[src/rtl/sc1_sel_seq_pkg.sv]
// ----------------------------------------------------------------------------
// sc1_pkg : shared types and helpers for the sc1 select sequencer
// Rev 1.0
// ----------------------------------------------------------------------------
`default_nettype none

package sc1_pkg;

  localparam int CH_W = 4;

  typedef enum logic [0:0] {
    IDLE  = 1'b0,
    GRANT = 1'b1
  } sc1_state_t;

  // Channel 0 is reserved; only 1..num_ch take part in arbitration.
  function automatic logic sc1_ch_valid(input int ch, input int num_ch);
    return (ch >= 1) && (ch <= num_ch);
  endfunction

endpackage

`default_nettype wire

[src/rtl/sc1_sel_seq_if.sv]
// ----------------------------------------------------------------------------
// sc1_sel_seq_if : request/acknowledge and mux-select bundle of the sequencer
// Rev 1.0
// ----------------------------------------------------------------------------
`default_nettype none

interface sc1_sel_seq_if;
  import sc1_pkg::*;

  logic [15:0]     req;
  logic            grant_ack;
  logic [CH_W-1:0] encoder_in;
  logic            enable;
  logic            timeout;
  logic            busy;

  modport master (
    output req,
    output grant_ack,
    input  encoder_in,
    input  enable,
    input  timeout,
    input  busy
  );

  modport slave (
    input  req,
    input  grant_ack,
    output encoder_in,
    output enable,
    output timeout,
    output busy
  );

endinterface

`default_nettype wire

[src/rtl/sc1_sel_seq_rr_pick.sv]
// ----------------------------------------------------------------------------
// sc1_rr_pick : combinational round-robin search starting after last_i
// Rev 1.0
// ----------------------------------------------------------------------------
`default_nettype none

module sc1_rr_pick
  import sc1_pkg::*;
#(
  parameter int NUM_CH = 11
) (
  input  logic [15:0]     req_i,
  input  logic [CH_W-1:0] last_i,
  output logic            found_o,
  output logic [CH_W-1:0] pick_o
);

  // last_i+1 .. NUM_CH, then 1 .. last_i; last_i itself is visited last.
  always_comb begin
    int idx;
    found_o = 1'b0;
    pick_o  = '0;
    idx     = 0;
    for (int i = 1; i <= NUM_CH; i++) begin
      idx = int'(last_i) + i;
      if (idx > NUM_CH) begin
        idx = idx - NUM_CH;
      end
      if (!found_o && sc1_ch_valid(idx, NUM_CH) && req_i[idx[3:0]]) begin
        found_o = 1'b1;
        pick_o  = idx[CH_W-1:0];
      end
    end
  end

endmodule

`default_nettype wire

[src/rtl/sc1_sel_seq.sv]
// ----------------------------------------------------------------------------
// sc1_sel_seq : round-robin grant sequencer driving the sc1 16:1 mux select
// Rev 1.0
// ----------------------------------------------------------------------------
`default_nettype none

module sc1_sel_seq
  import sc1_pkg::*;
#(
  parameter int NUM_CH    = 11,
  parameter int MIN_DWELL = 2,
  parameter int TIMEOUT   = 64
) (
  input logic          clk,
  input logic          rst_n,
  sc1_sel_seq_if.slave bus
);

  localparam int                    c_DWELL_W  = $clog2(TIMEOUT + 1);
  localparam logic [c_DWELL_W-1:0] c_ACK_MIN  = c_DWELL_W'(MIN_DWELL - 1);
  localparam logic [c_DWELL_W-1:0] c_TO_LAST  = c_DWELL_W'(TIMEOUT - 1);
  localparam logic [c_DWELL_W-1:0] c_TO_SAT   = c_DWELL_W'(TIMEOUT);
  localparam logic [CH_W-1:0]      c_LAST_RST = CH_W'(NUM_CH);

  sc1_state_t           state_q, state_d;
  logic [CH_W-1:0]      enc_q, enc_d;
  logic                 en_q, en_d;
  logic                 to_q, to_d;
  logic [CH_W-1:0]      last_q, last_d;
  logic [c_DWELL_W-1:0] dwell_q, dwell_d;
  logic                 ackp_q, ackp_d;
  logic                 arm_q;

  logic [CH_W-1:0]      pick_last;
  logic                 found;
  logic [CH_W-1:0]      pick;
  logic                 ack_ok;
  logic                 abort;
  logic                 to_hit;

  // While granting, the search for the follow-on channel starts after the
  // channel being released, so a back-to-back switch needs no extra cycle.
  assign pick_last = (state_q == GRANT) ? enc_q : last_q;

  sc1_rr_pick #(
    .NUM_CH (NUM_CH)
  ) u_pick (
    .req_i   (bus.req),
    .last_i  (pick_last),
    .found_o (found),
    .pick_o  (pick)
  );

  assign ack_ok = (ackp_q | bus.grant_ack) && (dwell_q >= c_ACK_MIN);
  assign abort  = ~bus.req[enc_q];
  assign to_hit = (dwell_q == c_TO_LAST);

  always_comb begin
    state_d = state_q;
    enc_d   = enc_q;
    en_d    = en_q;
    to_d    = 1'b0;
    last_d  = last_q;
    dwell_d = dwell_q;
    ackp_d  = ackp_q;
    case (state_q)
      IDLE: begin
        if (arm_q && found) begin
          enc_d   = pick;
          en_d    = 1'b1;
          dwell_d = '0;
          ackp_d  = 1'b0;
          state_d = GRANT;
        end
      end
      GRANT: begin
        if (ack_ok || abort || to_hit) begin
          to_d    = ~ack_ok & ~abort;
          last_d  = enc_q;
          ackp_d  = 1'b0;
          dwell_d = '0;
          if (found) begin
            enc_d = pick;
          end else begin
            en_d    = 1'b0;
            state_d = IDLE;
          end
        end else begin
          if (dwell_q != c_TO_SAT) begin
            dwell_d = dwell_q + 1'b1;
          end
          if (bus.grant_ack) begin
            ackp_d = 1'b1;
          end
        end
      end
      default: begin
        en_d    = 1'b0;
        state_d = IDLE;
      end
    endcase
  end

  // arm_q holds off the first edge after reset so that edge only settles state.
  always_ff @(posedge clk or negedge rst_n) begin
    if (!rst_n) begin
      state_q <= IDLE;
      enc_q   <= '0;
      en_q    <= 1'b0;
      to_q    <= 1'b0;
      last_q  <= c_LAST_RST;
      dwell_q <= '0;
      ackp_q  <= 1'b0;
      arm_q   <= 1'b0;
    end else begin
      state_q <= state_d;
      enc_q   <= enc_d;
      en_q    <= en_d;
      to_q    <= to_d;
      last_q  <= last_d;
      dwell_q <= dwell_d;
      ackp_q  <= ackp_d;
      arm_q   <= 1'b1;
    end
  end

  assign bus.encoder_in = enc_q;
  assign bus.enable     = en_q;
  assign bus.busy       = en_q;
  assign bus.timeout    = to_q;

endmodule

`default_nettype wire

[src/flat_wrapper.sv]
// flat-port wrapper written by rule: the top's interface ports become plain ports
module sc1_sel_seq_flat import sc1_pkg::*;
#(
  parameter int NUM_CH    = 11,
  parameter int MIN_DWELL = 2,
  parameter int TIMEOUT   = 64
)
  (clk, rst_n, bus_req, bus_grant_ack, bus_encoder_in, bus_enable, bus_timeout, bus_busy);
  sc1_sel_seq_if bus_i ();
  input logic clk;
  input logic rst_n;
  input wire logic [$bits(bus_i.req)-1:0] bus_req;
  input wire logic [$bits(bus_i.grant_ack)-1:0] bus_grant_ack;
  output wire logic [$bits(bus_i.encoder_in)-1:0] bus_encoder_in;
  output wire logic [$bits(bus_i.enable)-1:0] bus_enable;
  output wire logic [$bits(bus_i.timeout)-1:0] bus_timeout;
  output wire logic [$bits(bus_i.busy)-1:0] bus_busy;
  assign bus_i.req = bus_req;
  assign bus_i.grant_ack = bus_grant_ack;
  assign bus_encoder_in = bus_i.encoder_in;
  assign bus_enable = bus_i.enable;
  assign bus_timeout = bus_i.timeout;
  assign bus_busy = bus_i.busy;
  sc1_sel_seq #(.NUM_CH(NUM_CH), .MIN_DWELL(MIN_DWELL), .TIMEOUT(TIMEOUT)) u_core (.clk(clk), .rst_n(rst_n), .bus(bus_i));
endmodule
[config.mk]
export PLATFORM = sky130hd
export DESIGN_NAME = sc1_sel_seq_flat
export DESIGN_NICKNAME = d
export VERILOG_FILES = /design/src/rtl/sc1_sel_seq_pkg.sv /design/src/rtl/sc1_sel_seq_if.sv /design/src/rtl/sc1_sel_seq_rr_pick.sv /design/src/rtl/sc1_sel_seq.sv /design/src/flat_wrapper.sv
export SDC_FILE = /design/constraint.sdc
export NUM_CORES = 1
export LEC_CHECK = 0
export CORE_MARGIN = 8
export CORE_UTILIZATION = 30
export CTS_CLUSTER_SIZE = 20
export DETAILED_ROUTE_END_ITERATION = 7
export DONT_BUFFER_PORTS = 1
export PLACE_DENSITY = 0.51
export SETUP_SLACK_MARGIN = 0.05
export SKIP_LAST_GASP = 1
export SLEW_MARGIN = 5
export SYNTH_ARGS = -nofsm -noshare
export SYNTH_HDL_FRONTEND = slang
export SYNTH_SLANG_ARGS = --single-unit
[constraint.sdc]
create_clock -name clk -period 4.4 [get_ports clk]
set_input_delay 0.22 -clock clk [delete_from_list [all_inputs] [get_ports clk]]
set_output_delay 0.22 -clock clk [all_outputs]
set_load 0.1 [all_outputs]
==> results by group <==
Status
  – Outcome: complete, no violations

Yosys
  – Syn Area/Cell: 7.160 um^2
  – Seq/Total Area, Yosys: 0.08002
  – Syn. warnings: 0
  – Dominant synthesized flop cell: dfrtp_1
  – Mapped Cells: 880
  – EDFF count, synth: 0
  – Flops & latches, synth: 20
  – Mapped cell area: 6301 um^2
  – Ys async rst share: 1.000
  – Synth cell types: 94
  – Syn_nets: 917

Place
  – DPL Wire Length: 21,860 um
  – IO buf count: 0
  – Dpl cells: 1,191
  – Placer congestion estimate: 1.005

Route
  – Vias: 7,649
  – Routed wire length: 28,760 um
  – 1st-iter DRT viols: 811
  – Routed length per instance: 23.73 um
  – Drt via density: 6.311
  – Drt first pass iters: 5
  – Final ANT Viol Nets: 0
  – DRC Markers: 0

Worst setup path
  – Critical path cell sequence: buf_4 -> mux2i_4 -> inv_2 -> ha_1 -> buf_12 -> a211oi_1 -> a221oi_1 -> o211ai_1 -> mux4_2 -> mux2i_1 -> buf_4 -> o221ai_1 -> a31oi_1 -> a2bb2oi_1 -> o221ai_1 -> a22o_1
  – Worst EP required: 4540 ps
  – CP arrival: 4340 ps
  – Crit path max fanout: 17
  – CP max stage cell: mux4_2
  – CP delay by family, top: compound AO/OA/AOI/OAI gates
  – Worst setup SP type: register
  – Crit-path max cell delay: 530 ps
  – Critical path class: register to register
  – CP bufs+invs: 4
  – Worst setup EP type: register

Floorplan
  – Number of top-level pins: 26
  – Starting Density: 0.3026
  – Core area: 20,820 um^2
  – Die H: 160.9 um
  – Die X-Extent: 160.9 um
  – Site Rows: 53
  – Die area: 25,900 um^2

GRT
  – Vias in the first global route: 7,059
  – Total Routing Usage GR: 0.2117
  – Initial antenna violation count: 1
  – First-pass GRT wire length: 43,590 um
  – GR Overflow Total: 0
  – Grt peak-use layer: met2
  – GR Util met1: 0.2977
  – Largest net degree at the start of global routing: 48
  – Routing usage on met2: 0.3256
  – Met3 capacity usage during global routing: 0.02483

STA
  – Clock skew: 1.115 ps
  – Pins Over Slew Limit: 0
  – Final setup fails: 0
  – Final period utilization: 0.9541
  – Slew HR: 0.3205
  – Slew @ Worst Pin: 1016 ps
  – Final hold vios: 0
  – Fmax: 238.2 MHz
  – RSZ-0062 raised after global routing: yes
  – Min cycle time layout: 4198 ps

Layout
  – Nets: 974
  – Area delta synth->final: 20.69%
  – Share of layout cells above drive strength 1: 0.2489
  – Final Non-Filler Cells: 1,212

Clock network
  – Reg clk slew, reported paths: 60 ps
  – Total CTS buffers: 3
  – H-Tree Depth: 1
  – Clock buffer depth: 2
  – CTS Sinks: 20
  – CTS root buffer: clkbuf_16
  – CTS tree: yes
  – Worst skew pair latency: 250 ps

Flow run
  – Max-cap viol count: 0

Hold path
  – Worst Hold Class: input port to register
==> synth_stat cells, types with 8 or more instances <==
| library cell | number | area [um^2] |
|---|---|---|
| nor2_1 | 62 | 232.7 |
| nand3b_1 | 10 | 75.07 |
| nor3_1 | 31 | 155.2 |
| a211o_1 | 8 | 70.07 |
| buf_2 | 17 | 85.08 |
| mux2i_1 | 40 | 400.4 |
| a21o_1 | 14 | 105.1 |
| o21ai_0 | 54 | 270.3 |
| nand3_1 | 36 | 180.2 |
| o211ai_1 | 22 | 165.2 |
| nand2_1 | 74 | 277.8 |
| a21oi_1 | 77 | 385.4 |
| or3_1 | 13 | 81.33 |
| o22ai_1 | 11 | 68.82 |
| o2111ai_1 | 8 | 70.07 |
| nor2b_1 | 12 | 75.07 |
| ha_1 | 18 | 225.2 |
| a211oi_1 | 20 | 150.1 |
| clkbuf_1 | 31 | 116.4 |
| buf_4 | 10 | 75.07 |
| a221oi_1 | 10 | 87.58 |
| dfrtp_1 | 17 | 425.4 |
| mux4_2 | 8 | 180.2 |
| a31oi_1 | 8 | 50.05 |
| mux2_2 | 11 | 123.9 |
| xnor2_1 | 19 | 166.4 |
| inv_1 | 30 | 112.6 |
| nand4_1 | 9 | 56.30 |
| o21a_1 | 9 | 67.56 |
| and2_1 | 16 | 100.1 |
==> layout make-up <==
| class | instances | area [um^2] |
|---|---|---|
| flip-flops and latches | 20 | 521.8 |
| multi-input cells | 761 | 5554 |
| inverters | 33 | 126.4 |
| diodes | 1 | 2.502 |
| repair buffers | 118 | 967.2 |
| clock buffers | 4 | 88.84 |
| fillers | 2193 | 13220 |
| well taps | 275 | 344.1 |
==> worst register-to-register path: cells and delay by family, from the launching register on <==
kind / cells / cell delay, ps
mux: 3 / 1030
buf+inv: 4 / 660
flops: 1 / 470
compound gates: 8 / 1670
fa+ha+maj: 1 / 250
==> registers in the layout, indices dropped and copies added, names as in the netlist <==
register and count:
u_core.ackp_q 1, u_core.arm_q 1, u_core.bus.busy 1, u_core.bus.encoder_in 4, u_core.bus.timeout 1, u_core.dwell_q 7
u_core.last_q 4, u_core.state_q 1
==> timing repair <==
item                       4_1_cts  5_1_grt
hold buffers                     1        0
resized for setup                1       35
hold endpoints to repair        20        0
buffers inserted                 0       14
cloned                           0        1
pin swaps                        0        9
setup endpoints to repair        6       14
==> routing by layer <==
metal / vias to the layer above / part of all wire
li1: 3515 / -
met1: 3625 / 0.45
met2: 439 / 0.43
met3: 68 / 0.084
met4: 2 / 0.036
met5: - / 0.00038
==> worst paths after layout <==
check                           depth (start not counted)  slack [ps]           start                        to
max in group asynchronous                               1        3080           rst_n  u_core.bus.encoder_in[3]
min in group asynchronous                               1         580           rst_n  u_core.bus.encoder_in[2]
worst min register to register                          1         500   u_core.ackp_q             u_core.ackp_q
worst max-delay path                                   16         200  u_core.state_q  u_core.bus.encoder_in[3]
worst max register to register                         16         200  u_core.state_q  u_core.bus.encoder_in[3]
worst min-delay path                                    2         180   bus_grant_ack             u_core.ackp_q
==> cells in the final DEF, fill, tap and decap left out, types with 9 or more instances in the layout <==
master	count
a21oi_1	72
a21o_1	14
nand3_1	35
o211ai_1	22
nand4_1	9
o21ai_0	49
a221oi_1	9
xnor2_1	17
nand2_1	73
dfrtp_1	11
buf_4	110
mux2i_1	38
nand3b_1	10
nor3_1	30
mux2_2	11
or3_1	12
o22ai_1	10
nor2_1	60
and2_1	16
ha_1	14
a211oi_1	20
inv_1	28
nor2b_1	12
==> through the flow <==
| stage | setup TNS (ps) | setup slack (ps) | hold WS [ps] | utilization | area (um^2) |
|---|---|---|---|---|---|
| finish | 0 | 202.1 | 185.0 | 0.3652 | 7605 |
| global route | 0 | 32.13 | 211.0 | 0.3651 | 7602 |
| CTS | 0 | 52.72 | 183.4 | 0.3522 | 7335 |
| detailed placement | 0 | 21.07 | -74.70 | 0.3473 | 7232 |
| global placement | -58.92 | -33.92 | -74.71 | 0.3473 | 7232 |
| floorplan | 0 | 48.00 | -75.59 | - | 6439 |
==> kinds of logic (layout without fill, tap and decap cells) <==
family / after synthesis / in the layout / synth area share
compound gates: 347 / 347 / 0.3977
xor+xnor: 24 / 24 / 0.03574
fa+ha+maj: 18 / 18 / 0.03574
buf+inv: 100 / 155 / 0.07605
flops: 20 / 20 / 0.08002
mux: 63 / 63 / 0.1261
other cells: 1 / 2 / 0.0005951
simple gates: 307 / 308 / 0.2480
Power is not shown: default switching activity piles up to over one toggle a cycle in this logic, so the estimate is an artifact.
